## src/rtl/sd_pkg.sv

```systemverilog
// ---------------------------------------------------------------------------
// sd_pkg : frame geometry, FSM encoding and the CRC7 step for the SD CMD path
// Rev 1.0 : initial release
// ---------------------------------------------------------------------------
`default_nettype none

package sd_pkg;

  localparam int         SD_FRAME_BITS   = 48;
  localparam int         SD_PAYLOAD_BITS = 40;
  // The frame is payload + CRC + the single end bit
  localparam int         SD_CRC_BITS     = SD_FRAME_BITS - SD_PAYLOAD_BITS - 1;
  localparam logic [6:0] SD_CRC7_POLY    = 7'h09;

  localparam logic [2:0] SD_ST_IDLE  = 3'd0;
  localparam logic [2:0] SD_ST_LOAD  = 3'd1;
  localparam logic [2:0] SD_ST_SHIFT = 3'd2;
  localparam logic [2:0] SD_ST_CRC   = 3'd3;
  localparam logic [2:0] SD_ST_END   = 3'd4;
  localparam logic [2:0] SD_ST_GAP   = 3'd5;

  typedef enum logic [2:0] {
    ST_IDLE  = SD_ST_IDLE,
    ST_LOAD  = SD_ST_LOAD,
    ST_SHIFT = SD_ST_SHIFT,
    ST_CRC   = SD_ST_CRC,
    ST_END   = SD_ST_END,
    ST_GAP   = SD_ST_GAP
  } sd_state_e;

  function automatic logic [6:0] crc7_next(input logic [6:0] crc,
                                           input logic       din,
                                           input logic [6:0] poly);
    logic fb;
    fb = crc[6] ^ din;
    return {crc[5:0], 1'b0} ^ (fb ? poly : 7'h00);
  endfunction

endpackage

`default_nettype wire

```

## src/rtl/sd_crc7_serial.sv

```systemverilog
// ---------------------------------------------------------------------------
// sd_crc7_serial : bit-serial CRC7 accumulator (clear has priority over enable)
// Rev 1.0 : initial release
// ---------------------------------------------------------------------------
`default_nettype none

module sd_crc7_serial
  import sd_pkg::*;
#(
  parameter logic [6:0] POLY = SD_CRC7_POLY
) (
  input  logic       clk,
  input  logic       reset_n,
  input  logic       clear,
  input  logic       enable,
  input  logic       data_in,
  output logic [6:0] crc
);

  logic [6:0] crc_q;
  logic [6:0] crc_d;

  always_comb begin
    crc_d = crc_q;
    if (clear) begin
      crc_d = 7'h00;
    end else if (enable) begin
      crc_d = crc7_next(crc_q, data_in, POLY);
    end
  end

  always_ff @(posedge clk or negedge reset_n) begin
    if (!reset_n) begin
      crc_q <= 7'h00;
    end else begin
      crc_q <= crc_d;
    end
  end

  assign crc = crc_q;

endmodule

`default_nettype wire

```

## src/rtl/sd_cmd_tx.sv

```systemverilog
// ---------------------------------------------------------------------------
// sd_cmd_tx : SD CMD-line transmitter, 48-bit frame with on-the-fly CRC7.
// Optional NCC gap after the end bit when SD_CMD_TX_NCC_EN is defined.
// Rev 1.0 : initial release
// ---------------------------------------------------------------------------
`default_nettype none

module sd_cmd_tx
  import sd_pkg::*;
#(
  parameter int         NCC_CYCLES = 8,
  parameter logic [6:0] CRC_POLY   = SD_CRC7_POLY
) (
  input  logic        clk,
  input  logic        reset_n,
  input  logic        sd_clk_tick,
  input  logic        start,
  input  logic [5:0]  cmd_index,
  input  logic [31:0] argument,
  output logic        sd_cmd_out,
  output logic        sd_cmd_oe,
  output logic        busy,
  output logic        done
);

  sd_state_e                     state_q, state_d;
  logic [SD_PAYLOAD_BITS-1:0]    sr_q, sr_d;
  logic [5:0]                    cnt_q, cnt_d;
  logic                          out_q, out_d;
  logic                          oe_q, oe_d;
  logic                          busy_q, busy_d;
  logic                          done_q, done_d;
  logic                          crc_clear;
  logic                          crc_en;
  logic [2:0]                    crc_sel;
  logic [6:0]                    crc7;

`ifdef SD_CMD_TX_NCC_EN
  localparam int GAP_W = $clog2(NCC_CYCLES + 1);
  logic [GAP_W-1:0]              gap_q, gap_d;
`else
  logic                          unused_ncc;
  assign unused_ncc = ^NCC_CYCLES;
`endif

  sd_crc7_serial #(
    .POLY    (CRC_POLY)
  ) u_crc7 (
    .clk     (clk),
    .reset_n (reset_n),
    .clear   (crc_clear),
    .enable  (crc_en),
    .data_in (sr_q[SD_PAYLOAD_BITS-1]),
    .crc     (crc7)
  );

  always_comb begin
    state_d   = state_q;
    sr_d      = sr_q;
    cnt_d     = cnt_q;
    out_d     = out_q;
    oe_d      = oe_q;
    busy_d    = busy_q;
    done_d    = 1'b0;
    crc_clear = 1'b0;
    crc_en    = 1'b0;
    crc_sel   = cnt_q[2:0] - 3'd1;
`ifdef SD_CMD_TX_NCC_EN
    gap_d     = gap_q;
`endif

    case (state_q)
      ST_IDLE: begin
        if (start) begin
          sr_d      = {2'b01, cmd_index, argument};
          cnt_d     = 6'(SD_PAYLOAD_BITS);
          out_d     = 1'b1;
          oe_d      = 1'b1;
          busy_d    = 1'b1;
          crc_clear = 1'b1;
          state_d   = ST_LOAD;
        end
      end

      // LOAD drives the start bit; both states feed every payload bit to the CRC
      ST_LOAD, ST_SHIFT: begin
        if (sd_clk_tick) begin
          out_d   = sr_q[SD_PAYLOAD_BITS-1];
          sr_d    = {sr_q[SD_PAYLOAD_BITS-2:0], 1'b0};
          crc_en  = 1'b1;
          cnt_d   = cnt_q - 6'd1;
          state_d = ST_SHIFT;
          if (cnt_q == 6'd1) begin
            cnt_d   = 6'(SD_CRC_BITS);
            state_d = ST_CRC;
          end
        end
      end

      ST_CRC: begin
        if (sd_clk_tick) begin
          out_d = crc7[crc_sel];
          cnt_d = cnt_q - 6'd1;
          if (cnt_q == 6'd1) begin
            state_d = ST_END;
          end
        end
      end

`ifdef SD_CMD_TX_NCC_EN
      ST_END: begin
        if (sd_clk_tick) begin
          out_d   = 1'b1;
          gap_d   = GAP_W'(NCC_CYCLES);
          state_d = ST_GAP;
        end
      end

      ST_GAP: begin
        if (sd_clk_tick) begin
          gap_d = gap_q - 1'b1;
          if (gap_q == GAP_W'(1)) begin
            done_d  = 1'b1;
            busy_d  = 1'b0;
            oe_d    = 1'b0;
            state_d = ST_IDLE;
          end
        end
      end
`else
      // cnt_q is 0 on entry; set to 1 once the end bit has been driven
      ST_END: begin
        if (cnt_q != 6'd0) begin
          done_d  = 1'b1;
          busy_d  = 1'b0;
          oe_d    = 1'b0;
          state_d = ST_IDLE;
        end else if (sd_clk_tick) begin
          out_d = 1'b1;
          cnt_d = 6'd1;
        end
      end
`endif

      default: begin
        state_d = ST_IDLE;
        out_d   = 1'b1;
        oe_d    = 1'b0;
        busy_d  = 1'b0;
      end
    endcase
  end

  always_ff @(posedge clk or negedge reset_n) begin
    if (!reset_n) begin
      state_q <= ST_IDLE;
      sr_q    <= '0;
      cnt_q   <= 6'd0;
      out_q   <= 1'b1;
      oe_q    <= 1'b0;
      busy_q  <= 1'b0;
      done_q  <= 1'b0;
    end else begin
      state_q <= state_d;
      sr_q    <= sr_d;
      cnt_q   <= cnt_d;
      out_q   <= out_d;
      oe_q    <= oe_d;
      busy_q  <= busy_d;
      done_q  <= done_d;
    end
  end

`ifdef SD_CMD_TX_NCC_EN
  always_ff @(posedge clk or negedge reset_n) begin
    if (!reset_n) begin
      gap_q <= '0;
    end else begin
      gap_q <= gap_d;
    end
  end
`endif

  assign sd_cmd_out = out_q;
  assign sd_cmd_oe  = oe_q;
  assign busy       = busy_q;
  assign done       = done_q;

endmodule

`default_nettype wire

```

## config.mk

```make
export PLATFORM = sky130hd
export DESIGN_NAME = sd_cmd_tx
export DESIGN_NICKNAME = d
export VERILOG_FILES = /design/src/rtl/sd_pkg.sv /design/src/rtl/sd_crc7_serial.sv /design/src/rtl/sd_cmd_tx.sv
export SDC_FILE = /design/constraint.sdc
export NUM_CORES = 1
export LEC_CHECK = 0
export ABC_AREA = 0
export CAP_MARGIN = 20
export CORE_MARGIN = 3
export CORE_UTILIZATION = 30
export DETAILED_ROUTE_END_ITERATION = 10
export GPL_ROUTABILITY_DRIVEN = 0
export SLEW_MARGIN = 20
export SYNTH_ARGS = -nofsm -noshare
export SYNTH_HDL_FRONTEND = slang
export SYNTH_HIERARCHICAL = 1
export SYNTH_SLANG_ARGS = --single-unit
export TNS_END_PERCENT = 5
```

## constraint.sdc

```tcl
create_clock -name clk -period 1.94 [get_ports clk]
set_input_delay 0.485 -clock clk [delete_from_list [all_inputs] [get_ports clk]]
set_output_delay 0.485 -clock clk [all_outputs]
set_load 0.01 [all_outputs]
```

==> run summary, run 1 <==
Across the VDD grid, the largest voltage drop is roughly 0.00078 V. The post-synthesis sequential area ratio is ~46%. The area of the core region is 10400 um2.

The number of enable flip-flop cells after synthesis came out at 0. The synthesized design spends more area on one cell type than any other, namely sky130_fd_sc_hd__dfrtp_1. During synthesis, Yosys emitted a total of 6 warnings. The critical path startpoint category is a flop.

The horizontal die dimension is around 110 um. The clock skew after layout came out at approximately 0.0082 ns. The number of buffers inserted by hold repair at cts is 0. For this block, the via count after detailed routing is 2171.

Before CTS, the worst setup slack after placement is -0.201 ns. The first-pass iteration count of the detailed router is 4. Data on the critical path is required at its endpoint by 2.15 ns. The count of input and output buffers came out at 45. The path class of the tightest hold or removal check is input port to asynchronous set/reset pin.

TritonCTS built the clock tree. The number of buffers inserted to repair setup after CTS came out at 0. The most critical setup path has its endpoint at sr_q[19].

In the final routed layout, each cell accounts on average for 14.0 um. The number of clock buffers inserted by TritonCTS is 9. The end of the worst register-to-register path is sr_q[19].

Global routing finished with a remaining overflow of 0. The number of global-route vias before repair is 2249. The number of max-slew violations in the final report was 0.

The synthesized flop and latch total came out at 59. The power density of the placed cells came out at 1760 nW/um2. The fmax came out at 0.545 GHz.

By area the synthesized netlist is led by sky130_fd_sc_hd__dfrtp_1 (45%), sky130_fd_sc_hd__mux2_2 (24%), sky130_fd_sc_hd__mux2_4 (3.7%), sky130_fd_sc_hd__mux2i_1 (2.8%), sky130_fd_sc_hd__buf_2 (1.7%). The number of DRC violations after detailed-routing iteration 0 came out at 127. The worst-case headroom to the max-slew limit came out at 73.1%. The total global-route track usage is between 10% and 20%. The most critical setup path has its startpoint at state_q[0]. The number of failing hold endpoints at the final stage is 0. The actual transition at the worst max-transition pin is 0.401 ns. From bottom edge to top edge, the die measures 110 um. The count of unique library cells instantiated by Yosys came out at 52.

The routed design has between 6000 and 7000 um of wire. The critical path data arrival time is between 2 and 2.5 ns. The tree is rooted in a sky130_fd_sc_hd__clkbuf_8. The worst register-to-register path has a setup slack of 0.10 ns. The first global-routing pass estimated 11000 um of wire.

The mapped cell area came out at 3240 um2. The maximum fanout along the worst path is 26. The setup slack after layout is approximately 0.10 ns. The final cell utilization of the core came out at 40.0%. The buffer depth of the longest clock path is 2. The flow ran to the end, and the final reports show no timing, DRC or antenna violations.

Max-cap violations in this run came to 0. The most used flip-flop cell after synthesis is sky130_fd_sc_hd__dfrtp_1. The worst setup path is captured at a flop. In the layout the commonest cells are sky130_fd_sc_hd__mux2_2 (68), sky130_fd_sc_hd__dfrtp_1 (58), sky130_fd_sc_hd__clkdlybuf4s50_1 (43). For this configuration, the core starts out at a cell density of 31.1%. The clock input transition at the sequential cells of the worst setup and hold paths came out at 0.07 ns. In the routed design, unresolved DRC markers number 0.

At the end of the flow, the number of nets in the layout was 369. Setup repair after global routing left no endpoint under its margin. After technology mapping, the gate count stands at roughly 270. The source-to-sink clock delay at the later pin of the worst-skew pair is about 0.33 ns. The final antenna diode count came out at 0. The H-tree was split into 3 levels.

The post-route fraction of the period consumed by the critical path is 94.6%. Setup violations remaining at the end of the flow were counted as 0. The initial antenna violation count came out at 0.

The via density per instance is 4.68. The number of clock sinks is 59. The synthesized net count is 310. The minimum clock period came out at 1.84 ns.

The number of core rows came out at 37. The area fraction of the dominant cell type after synthesis is between 40 and 50%. The static leakage power is 1.75 nW. The count of fill cells added during filler insertion is around 1.0k.

The number of I/O pins came out at 46. The count of cells along the worst register-to-register path came out at 5. The average instance in the mapped netlist occupies 12.2 um2. The fraction of final layout cells with drive strength greater than 1 is 38.1%.

The maximum number of pins on one net before global-route repair came out at 46. The launch instance of the worst register-to-register path is state_q[0]. The placed wire-length estimate is 4560 um. The remaining antenna violation count after routing came out at 0. Leaving out fill and tap cells, the most frequent cell in the layout is sky130_fd_sc_hd__mux2_2. The die area came out at approximately 12000 um2. The share of flip-flops with an asynchronous set or reset came out at 100%. The area overhead of the layout relative to synthesis came out at 28.4%. The setup path with the least slack is of type flop to flop.
[power by group]
group	total (mW)	internal, mW	switching (mW)	leakage (nW)
Combinational	3.80	2.29	1.51	0.946
Sequential	2.28	1.86	0.415	0.700
Clock	1.23	0.746	0.483	0.108
[flip-flops by register name, summed over array words and instances (netlist names)]
| name | count |
|---|---|
| sr_q | 40 |
| u_crc7/crc | 7 |
| cnt_q | 6 |
| state_q | 3 |
| busy | 1 |
| done | 1 |
| sd_cmd_out | 1 |
[cell usage after synthesis (5+ instances only)]
| library cell | n |
|---|---|
| sky130_fd_sc_hd__inv_1 | 7 |
| sky130_fd_sc_hd__a21oi_1 | 9 |
| sky130_fd_sc_hd__mux2i_1 | 9 |
| sky130_fd_sc_hd__o21ai_0 | 5 |
| sky130_fd_sc_hd__buf_2 | 11 |
| sky130_fd_sc_hd__nand2_1 | 7 |
| sky130_fd_sc_hd__mux2_2 | 68 |
| sky130_fd_sc_hd__dfrtp_1 | 58 |
| sky130_fd_sc_hd__mux2_4 | 8 |
| sky130_fd_sc_hd__nor2_1 | 14 |
[final cells by class]
cell class                      instances  area (um2)  share of cell area (%)
Inverter                                7        26.3                   0.631
Timing Repair Buffer                   67         647                    15.5
Sequential cell                        59        1480                    35.5
Clock inverter                          5        77.6                    1.86
Tap cell                              136         170                    4.09
Clock buffer                           10         138                    3.31
Multi-Input combinational cell        180        1630                    39.1
[metal layers]
metal  track usage (%)  up-vias  share of wire [%]
met5                 0        -                  0
met1              16.1     1049                 47
li1                  -     1076                  -
met2              16.9       42                 48
met4              4.10        0               0.79
met3              3.23        4                4.1
[cells by family (layout without fill, tap and decap cells)]
logic type	after synthesis	after routing	share of synthesized area (%)
muxes	86	86	30.8
DFF	59	59	45.6
and+or+nand+nor	48	48	7.87
AOI/OAI and AO/OA	39	39	8.41
buffers and inverters	26	89	4.63
xor gates and xnor gates	4	4	1.54
adders and majority gates	3	3	1.16
[timing repair]
item | 4_1_cts | 5_1_grt
pin swaps | 0 | 0
endpoints found under the setup margin | 1 | 6
resized for setup | 1 | 1
[how the worst min path moves through the flow]
stage,cells after the start,slack (ns),to,from
floorplan,0,0.19,busy,reset_n
global placement,1,0.43,sr_q[14],reset_n
detailed placement,1,0.43,sr_q[14],reset_n
CTS,1,0.06,busy,reset_n
global route,1,0.07,sr_q[14],reset_n
finish,1,0.07,busy,reset_n
[critical path, cell delays in order (launching register included)]
cell                      delay, ns
sky130_fd_sc_hd__dfrtp_1       0.51
sky130_fd_sc_hd__xnor2_2       0.22
sky130_fd_sc_hd__nor2_4        0.15
sky130_fd_sc_hd__buf_12        0.21
sky130_fd_sc_hd__mux2_2        0.35
sky130_fd_sc_hd__mux2_2        0.27
[stage by stage]
| step | hold slack, ns | cell area, um2 | instances | power (mW) | TNS [ns] |
|---|---|---|---|---|---|
| after floorplan | 0.189 | 3240 | 265 | 5.26 | 0 |
| after global placement | 0.430 | 3940 | 449 | 6.03 | -4.23 |
| after detailed placement | 0.428 | 3940 | 449 | 6.14 | -4.55 |
| after CTS | 0.0577 | 4160 | 464 | 7.40 | 0 |
| after global routing | 0.0679 | 4160 | 464 | 7.88 | 0 |
| final | 0.0666 | 4160 | 464 | 7.31 | 0 |
(Power assumes the default switching activity.)
==> run 2: changes to the inputs <==
- CTS_CLUSTER_DIAMETER: default -> 30
- clock period: 1.94 -> 1.7 ns (I/O delays scaled with it)
==> run 2 against run 1 <==
Core utilization up 2.0 points. The run now ends with negative setup slack left. Clock skew up 0.0025 ns. Worst hold slack worse by 0.056 ns. Largest power group unchanged. Global-route usage about the same. Combinational power up 30%. Non-clock buffer count up 16. Routed wire length up 3.2%. Total power up 21%. First-iteration DRC count down 23%.
==> run summary, run 2 (synthesis gave the netlist of run 1 again) <==
Run status: finished with violations (was completed). The final reports fail on negative setup slack. The critical path startpoint category was an input port (was flop). The count of input and output buffers is 45 (unchanged). The via density per instance is 4.74 (was 4.68). The clock input transition at the sequential cells of the worst setup and hold paths is 0.07 ns (about the same). The total routed wirelength came to 6700 um (was 6490 um). The source-to-sink clock delay at the later pin of the worst-skew pair was 0.34 ns (was 0.33 ns). The number of clock sinks came out at 59 (unchanged). The sequential share of power came out at 28.5% (was 31.2%).

The final antenna diode count came out at 0 (unchanged). The flip-flop count of the largest register, all copies and words added came out at 40 (unchanged). The actual transition at the worst max-transition pin is 0.408 ns (was 0.401 ns). The max capacitance violation total came out at 0 (unchanged). The critical path data arrival time is 1.98 ns (was 2.05 ns).

The die area came out at 12100 um2 (unchanged). The endpoint type of the worst setup path is a flop (unchanged). The number of failing hold endpoints at the final stage is 0 (unchanged).

The number of buffers inserted to repair setup after CTS is 0 (unchanged). The static leakage power came out at 1.88 nW (was 1.75 nW). The number of clock buffers inserted by TritonCTS is 9 (unchanged). The number of buffers inserted by hold repair at cts is 0 (unchanged).

The critical path start-end classification is input port to flop (was flop to flop). The most common library cell in the layout ignoring fill and taps is sky130_fd_sc_hd__mux2_2 (unchanged). The initial core utilization came to 31.1% (unchanged). The TritonCTS clock tree is done (unchanged). The overall die height was 110 um (unchanged). The final critical path takes up 102% of the cycle.

The total DRC errors in the routed layout came out at 0 (unchanged). The average detailed-routed wire length per instance came out at 14.0 um (about the same). The data required time at the worst endpoint is 1.94 ns (was 2.15 ns). The horizontal die dimension came out at 110 um (unchanged). The top register by number of flip-flops is sr_q (unchanged). The root buffer cell was sky130_fd_sc_hd__clkbuf_8 (unchanged). The first-pass iteration count of the detailed router came to 4 (unchanged). The part of the power in combinational logic came out at 55.7% (was 52.0%). The fraction of final layout cells with drive strength greater than 1 is 41.6% (was 38.1%).

The total instance count after detailed placement came out at 463 (was 449). The worst setup slack before clock tree synthesis is -0.369 ns (was -0.201 ns). The layout net count is 385 (was 369). The number of max-slew violations in the final report is 0 (unchanged). The clock skew after layout is 0.0107 ns (was 0.00819 ns).

The power density of the placed cells was 2030 nW/um2 (was 1760 nW/um2). RSZ-0062 raised after global routing: yes (was no). The number of I/O pins came to 46 (unchanged). The total global-route track usage came out at 11.5% (about the same). The setup slack after layout is -0.0392 ns (was 0.105 ns). The worst-case headroom to the max-slew limit is 72.8% (was 73.1%).

The area of the core region is 10400 um2 (unchanged). The number of core rows is 37 (unchanged). The worst IR drop on VDD is 0.000762 V (was 0.000778 V). The maximum number of pins on one net before global-route repair was 28 (was 46). The launch instance of the worst register-to-register path is state_q[1] (was state_q[0]). The filler-free cell count of the finished design came out at 480 (was 464). The minimum clock period came out at about 1.7 ns. The maximum fanout along the worst path came out at 5 (was 26). The number of global-route vias before repair is 2280 (was 2249).

The number of vias in the routed layout was 2275 (was 2171). The net switching power figure was 2.88 mW (was 2.41 mW). The first-pass GRT wire length came out at 10800 um (was 11000 um). The internal power of the cells is 6.00 mW (was 4.90 mW). The placed wire-length estimate came out at 4710 um (was 4560 um).

The buffer depth of the longest clock path is 2 (unchanged). The net switching share of the total power is 32.4% (was 32.9%). The remaining antenna violation count after routing came out at 0 (unchanged). The portion of total power attributed to the clock network is 15.8% (was 16.8%).

The count of fill cells added during filler insertion was 966 (was 1020). Commonest cells after routing, fill and taps aside: sky130_fd_sc_hd__mux2_2 (63), sky130_fd_sc_hd__dfrtp_1 (58), sky130_fd_sc_hd__clkdlybuf4s50_1 (41) (was sky130_fd_sc_hd__mux2_2 (68), sky130_fd_sc_hd__dfrtp_1 (58), sky130_fd_sc_hd__clkdlybuf4s50_1 (43)). The final global-route overflow total came out at 0 (unchanged).

The launch point of the worst path is start (was state_q[0]). The number of H-tree levels is 3 (unchanged). The fmax is 0.575 GHz.

The number of DRC violations after detailed-routing iteration 0 is 98 (was 127). The total of endpoints with negative setup slack in the final report is 14 (was 0). The initial antenna violation count is 0 (unchanged).

The area overhead of the layout relative to synthesis was 34.9% (was 28.4%). The class of the tightest hold or removal check was input port to asynchronous set/reset pin (unchanged).
==> run 2: cell types whose count changed in the layout (fill, tap and decap cells not counted), moves of 2 or more <==
| cell | before | now |
|---|---|---|
| sky130_fd_sc_hd__mux2_2 | 68 | 63 |
| sky130_fd_sc_hd__dlygate4sd2_1 | 1 | 3 |
| sky130_fd_sc_hd__clkdlybuf4s50_1 | 43 | 41 |
| sky130_fd_sc_hd__buf_12 | 3 | 5 |
| sky130_fd_sc_hd__mux2_4 | 8 | 13 |
| sky130_fd_sc_hd__buf_4 | 19 | 31 |
| sky130_fd_sc_hd__clkbuf_16 | 0 | 2 |
==> run 2: power by group through the flow <==
stage | registers, mW | logic [mW] | clock network, mW
2_1_floorplan | 2.45 | 3.57 | 0
6_report | 2.53 | 4.95 | 1.40
4_1_cts | 2.53 | 4.73 | 1.45
3_3_place_gp | 2.53 | 4.65 | 0
5_1_grt | 2.62 | 5.41 | 1.51
3_5_place_dp | 2.55 | 4.72 | 0
==> run 2: per-layer routing <==
| metal | routed length, um | global-route usage, % |
|---|---|---|
| met1 | 3140 | 15.1 |
| met2 | 3190 | 17.8 |
| met3 | 252 | 3.23 |
| met4 | 110 | 4.72 |
| met5 | 0 | 0 |
==> run 2: critical path, cell delays in order <==
cell and delay (ns):
sky130_fd_sc_hd__clkdlybuf4s50_1 0.51, sky130_fd_sc_hd__or3b_4 0.42, sky130_fd_sc_hd__a21o_1 0.20, sky130_fd_sc_hd__and2_4 0.17, sky130_fd_sc_hd__a221oi_2 0.25
==> run 2: repair_timing <==
item / in CTS / in global routing
pin swaps: 1 / 0
gates cloned: 0 / 2
resized for setup: 5 / 8
endpoints found under the setup margin: 24 / 47
==> run 2: final timing paths <==
path	end	slack, ns	cells after the start
min	sr_q[9]	0.01	1
max in group asynchronous	sd_cmd_out	1.16	2
max	cnt_q[5]	-0.04	5
min reg2reg	sr_q[28]	0.50	1
min in group clk	sr_q[28]	0.50	1
max reg2reg	cnt_q[5]	-0.03	5
==> run 2: stage by stage <==
step / area (um2) / TNS (ns) / power (mW) / utilization, % / hold slack [ns]
2_1_floorplan: 3250 / 0 / 6.02 / - / 0.129
3_3_place_gp: 4070 / -13.41 / 7.18 / 39.1 / 0.379
3_5_place_dp: 4070 / -13.06 / 7.28 / 39.1 / 0.378
4_1_cts: 4290 / -0.0729 / 8.70 / 41.2 / 0.0118
5_1_grt: 4370 / -3.23 / 9.54 / 42.0 / 0.0123
6_report: 4370 / -0.158 / 8.88 / 42.0 / 0.0102
==> run 2: layout make-up <==
class / instances / area [um2] / area share [%]
Clock buffer: 10 / 138 / 3.15
Clock inverter: 5 / 77.6 / 1.77
Inverter: 7 / 26.3 / 0.601
Multi-Input combinational cell: 180 / 1660 / 38.0
Sequential cell: 59 / 1480 / 33.8
Tap cell: 136 / 170 / 3.89
Timing Repair Buffer: 83 / 825 / 18.9
